==> src/rtl/game_match_ctrl.sv <==
// game_match_ctrl: best-of-ROUNDS match sequencer above fsm_game.
// Ports: clk_i, a_rst_n_i, start/shot strobes, game_pause_i, frac_i -> strobes, score, display.
module game_match_ctrl #(
  parameter int ROUNDS         = 5,
  parameter int FRAC_LIM       = 100,
  parameter int SCORE_HW_TICKS = 150_000_000
) (
  input  logic       clk_i,
  input  logic       a_rst_n_i,
  input  logic       start_stb_i,
  input  logic       shot_stb_i,
  input  logic       game_pause_i,
  input  logic [6:0] frac_i,
  output logic       game_res_stb_o,
  output logic       game_btn_stb_o,
  output logic [3:0] round_o,
  output logic [3:0] hits_o,
  output logic [6:0] best_dist_o,
  output logic [9:0] total_dist_o,
  output logic       show_score_o,
  output logic       match_done_o
);

  localparam int TW =
    (SCORE_HW_TICKS > 1) ? $clog2(SCORE_HW_TICKS) : 1;
  localparam logic [TW-1:0] TICK_LAST =
    TW'(SCORE_HW_TICKS - 1);
  localparam logic [3:0] RND_LAST = 4'(ROUNDS);
  localparam logic [7:0] LIM = 8'(FRAC_LIM);

  typedef enum logic [2:0] {
    S_IDLE,
    S_ARMED,
    S_RUNNING,
    S_HOLD,
    S_SCORE,
    S_DONE
  } state_t;

  state_t        r_state, w_state;
  logic          r_pause_prev;
  logic [TW-1:0] r_tick, w_tick;
  logic          w_res, w_btn, w_show, w_done;
  logic [3:0]    w_round, w_hits;
  logic [6:0]    w_best;
  logic [9:0]    w_total;

  logic          w_rise, w_fall;
  logic [7:0]    w_f, w_comp;
  logic [6:0]    w_dist;

  assign w_rise = game_pause_i & ~r_pause_prev;
  assign w_fall = ~game_pause_i & r_pause_prev;

  // Clamp out-of-range stopwatch values, then take the
  // distance to the nearer wrap point (0 or FRAC_LIM).
  assign w_f    = ({1'b0, frac_i} >= LIM) ?
                  (LIM - 8'd1) : {1'b0, frac_i};
  assign w_comp = LIM - w_f;
  assign w_dist = (w_f < w_comp) ? w_f[6:0] : w_comp[6:0];

  always_comb begin
    w_state = r_state;
    w_tick  = r_tick;
    w_res   = 1'b0;
    w_btn   = 1'b0;
    w_round = round_o;
    w_hits  = hits_o;
    w_best  = best_dist_o;
    w_total = total_dist_o;
    if (start_stb_i) begin
      // Restart beats any shot or pause edge this cycle.
      w_state = S_ARMED;
      w_res   = 1'b1;
      w_round = 4'd0;
      w_hits  = 4'd0;
      w_best  = 7'h7F;
      w_total = 10'd0;
    end else begin
      unique case (r_state)
        S_IDLE: ;
        S_ARMED: begin
          if (shot_stb_i) begin
            w_btn   = 1'b1;
            w_state = S_RUNNING;
          end
        end
        S_RUNNING: begin
          w_btn = shot_stb_i;
          if (w_rise) begin
            w_state = S_HOLD;
            w_total = total_dist_o + 10'(w_dist);
            if (w_dist < best_dist_o)
              w_best = w_dist;
            if (w_dist == 7'd0 && hits_o < RND_LAST)
              w_hits = hits_o + 4'd1;
          end
        end
        S_HOLD: begin
          if (w_fall) begin
            if (round_o < RND_LAST)
              w_round = round_o + 4'd1;
            if (w_round == RND_LAST) begin
              w_state = S_SCORE;
              w_tick  = '0;
            end else begin
              w_state = S_RUNNING;
            end
          end
        end
        S_SCORE: begin
          if (r_tick == TICK_LAST)
            w_state = S_DONE;
          else
            w_tick = r_tick + 1'b1;
        end
        S_DONE: ;
        default: w_state = S_IDLE;
      endcase
    end
    w_show = (w_state == S_SCORE);
    w_done = (w_state == S_DONE);
  end

  always_ff @(posedge clk_i or negedge a_rst_n_i) begin
    if (!a_rst_n_i) begin
      r_state        <= S_IDLE;
      r_pause_prev   <= 1'b0;
      r_tick         <= '0;
      game_res_stb_o <= 1'b0;
      game_btn_stb_o <= 1'b0;
      round_o        <= 4'd0;
      hits_o         <= 4'd0;
      best_dist_o    <= 7'h7F;
      total_dist_o   <= 10'd0;
      show_score_o   <= 1'b0;
      match_done_o   <= 1'b0;
    end else begin
      r_state        <= w_state;
      r_pause_prev   <= game_pause_i;
      r_tick         <= w_tick;
      game_res_stb_o <= w_res;
      game_btn_stb_o <= w_btn;
      round_o        <= w_round;
      hits_o         <= w_hits;
      best_dist_o    <= w_best;
      total_dist_o   <= w_total;
      show_score_o   <= w_show;
      match_done_o   <= w_done;
    end
  end

endmodule

==> config.mk <==
export PLATFORM = sky130hd
export DESIGN_NAME = game_match_ctrl
export DESIGN_NICKNAME = d
export VERILOG_FILES = /design/src/rtl/game_match_ctrl.sv
export SDC_FILE = /design/constraint.sdc
export NUM_CORES = 1
export LEC_CHECK = 0
export ABC_CLOCK_PERIOD_IN_PS = 2850
export BUFFER_PORTS_ARGS = -buffer_cell sky130_fd_sc_hd__buf_4
export CAP_MARGIN = 40
export CORE_MARGIN = 1.5
export CORE_UTILIZATION = 54
export DETAILED_ROUTE_END_ITERATION = 6
export PLACE_DENSITY = 0.87
export SLEW_MARGIN = 10
export SYNTH_ARGS = -nofsm -noshare
export SYNTH_HDL_FRONTEND = slang
export SYNTH_SLANG_ARGS = --single-unit
==> constraint.sdc <==
create_clock -name clk_i -period 2.85 [get_ports clk_i]
set_input_delay 0.285 -clock clk_i [delete_from_list [all_inputs] [get_ports clk_i]]
set_output_delay 0.285 -clock clk_i [all_outputs]
set_load 0.1 [all_outputs]
==> impl_results.md <==
* CP top delay family: compound AO/OA/AOI/OAI gates
* 1st-pass router iterations at 7
* Cell taking the most area after synthesis: dfrtp_1
* CTS sink cnt at 61
* Num rows at 30
* Post-synth top flop: dfrtp_1
* Crit path buf inv count at 2
* Syn avg cell area at 8.761 sq um
* IO buf count at 40
* Clock skew at 0.01575 ns
* Fin Setup TNS at -10.74 ns
* Hold Crit Class: in2async
* Die area at 7638 sq um
* Synthesis Warnings at 0
* Post-synth ARST share at 1.000
* Peak supply drop at 0.3433 mV
* Antenna diodes at 0
* Initial antenna violation count at 0
* Critical Path Source Type: input pin
* Initial Utilization at 0.5630
* Yosys reg bits at 61
* Final Non-Filler Cells at 649
* Worst Path Required at 3.12 ns
* Core area at 6832 sq um
* Tot GR Track Use at 0.3460
* Drt initial violations at 453
* CTS Buffer Depth at 2
* Post-DP HPWL at 7023 microns
* Worst-path clk slew at 0.08 ns
* CP max stage cell: a2111oi_4
* Clock latency on the worst-skew pair at 0.36 ns
* DR DRC count at 0
* Outcome: finished with violations
* CTS buffer count at 9
* Clk root buf: clkbuf_8
* Syn Inst Count at 439
* Max_cap viols at 0
* # IOs at 41
* Synth cell types at 56
* Nets@finish at 580
* PwrDens at 402.3 nW/um^2
* CTS H-tree lvls at 3
* Placer Congestion at 0.9084
* FMAX at 0.2848 GHz
* Slowest stage delay, CP at 0.35 ns
* Grt ovf at 0
* Filler cells at 323
* Vias in the first global route at 4064
* Cell area after synthesis at 3846 sq um
* Layout cell share with drive strength beyond 1 at 0.4195
* Relative slew slack at 0.4783
* First-pass GRT wire length at 20030 microns
* Post-synthesis sequential area ratio at 0.3992
* Hold_ws at -0.004071 ns
* Area contributors post-synth: dfrtp_1 35%, nor2_1 6.5%, ha_1 6.5%
* Crit path time final at 3.512 ns
* TritonCTS clock tree: done
* P_leak at 2.644 nW
* Final setup vio count at 35
* DR vias at 4166
* Failing checks: negative hold slack, negative setup slack
* Nature of the critical path endpoint: flip-flop
* WL/cell at 21.30 microns
* Worst Tran Pin Value at 0.7825 ns
* Critical path class: in2reg
* ANT nets after route at 0
* Final worst setup slack at -0.6617 ns
* Pwr Total at 2.312 mW
* Synthesized Nets at 471
* Die width at 87.40 microns
* Die height at 87.40 microns
* Largest net degree at the start of global routing at 62
* Unrepaired setup endpoints after global routing: true
* P&R area growth vs syn at 49.45%
* Critical path arrival at 3.78 ns
* Via density at 6.419
* Post-cts hold buffer count at 0
* Tcrit/Tclk final at 1.232
* Placed Cells at 617
* Fin. Hold Viols at 1
* Crit-path cells: buf_6 > or2_4 > nor2_4 > nor2_2 > nand2_2 > ha_4 > nor2b_4 > a2111oi_4 > a31oi_4 > a211oi_2 > xnor2_2 > ha_2 > a21o_1 > a21oi_2 > nor2b_1 > o21ai_1 > nand2_1 > a31oi_4 > buf_6 > mux2i_2
* Post-Route WL at 13820 microns
* Post-synth EDFFs at 0
* Post-synth top area share at 0.3513
* Max-slew violations at 0
* Max FO, Critical Path at 4
## per-layer routing
layer,up-vias,track usage,wire length (microns),part of all wire
li1,1764,-,-,-
met3,109,0.08152,1048,0.076
met1,2033,0.3709,4954,0.36
met4,0,0.2381,936,0.068
met2,260,0.5993,6883,0.50
met5,-,0,0,0
## placed cells by master (no fill, tap or decap), drive strengths merged, types with 4 or more instances in the layout
cell,synthesis,routed
dfstp,7,7
nor2b,7,7
inv,19,19
mux2i,10,10
o31ai,11,11
ha,20,20
nor4,8,8
nand3,17,17
xor2,11,11
dfrtp,54,54
a21oi,21,21
nand2,43,43
or3,4,4
o21ai,25,25
clkbuf,13,12
nand4,7,7
xnor2,15,15
nor3,8,8
buf,3,113
a31oi,4,4
nand2b,11,11
and3,11,11
nor2,67,67
## cell type report
cell class | instances | area (sq um) | area share
multi-input cells | 343 | 2833 | 0.4928
flip-flops and latches | 61 | 1545 | 0.2688
repair buffers | 114 | 962.2 | 0.1674
clock buffers | 11 | 131.4 | 0.02286
well taps | 96 | 120.1 | 0.02090
inverters | 19 | 81.33 | 0.01415
clock inverters | 5 | 75.07 | 0.01306
## report_power, final
part           leakage, nW  total (mW)  switching [mW]  internal (mW)
clock network        0.107       0.856           0.367          0.489
logic                 1.73       0.549           0.309          0.239
registers            0.804       0.908          0.0232          0.885
## registers in the layout, indices dropped and copies added, names as in the netlist
signal / cells
hits_o: 4
best_dist_o: 7
r_pause_prev: 1
match_done_o: 1
show_score_o: 1
round_o: 4
r_state: 3
game_btn_stb_o: 1
game_res_stb_o: 1
r_tick: 28
total_dist_o: 10
## through the flow
stage / setup slack (ns) / area (sq um) / utilization
4_1_cts: -0.3582 / 5504 / 0.8057
3_3_place_gp: -0.8650 / 4816 / 0.7049
3_5_place_dp: -1.112 / 4816 / 0.7049
6_report: -0.6617 / 5748 / 0.8414
5_1_grt: -0.8255 / 5748 / 0.8414
2_1_floorplan: -0.7567 / 4061 / -
## cells in the mapped netlist, types with 2 or more instances
cell / count
nor3_1: 8
nand2_1: 43
a31oi_1: 3
nor2b_1: 7
nor4_1: 6
or4_4: 2
dfrtp_1: 54
a21o_1: 3
clkbuf_1: 13
nand2b_1: 11
o21ai_0: 25
nand4_1: 7
nand3_1: 17
mux2i_1: 10
inv_1: 19
nor2_1: 67
buf_2: 2
nor4b_1: 3
dfstp_2: 7
a2111oi_0: 2
mux2_2: 3
o211ai_1: 2
xor2_1: 11
nor3b_1: 3
and4_1: 2
or3_1: 4
and2_1: 2
o21a_1: 3
xnor2_1: 15
a21oi_1: 21
and3_1: 11
ha_1: 20
o31ai_1: 10
## path summary, 6_finish.rpt
kind | endpoint | startpoint | slack [ns] | cells past startpoint
min | total_dist_o[4] | a_rst_n_i | -0.004 | 1
max reg2reg | r_tick[27] | round_o[0] | -0.37 | 9
min reg2reg | r_tick[0] | r_tick[0] | 0.53 | 1
max in group asynchronous | round_o[1] | a_rst_n_i | 2.23 | 1
max | best_dist_o[5] | frac_i[4] | -0.66 | 20
min in group clk_i | r_pause_prev | game_pause_i | 0.17 | 2
## logic make-up after synthesis
family / after synthesis / share of synthesized area
buffers and inverters: 35 / 0.03579
AOI/OAI and AO/OA: 81 / 0.1350
and+or+nand+nor: 202 / 0.2684
muxes: 13 / 0.03481
xor gates and xnor gates: 26 / 0.05921
adders and majority gates: 21 / 0.06766
DFF: 61 / 0.3992
## what timing repair did
| item | CTS | global route |
|---|---|---|
| pin swaps | 39 | 18 |
| buffers inserted | 9 | 7 |
| cloned | 0 | 1 |
| resized for setup | 84 | 37 |
| endpoints found under the setup margin | 36 | 34 |
(Power assumes the default switching activity.)
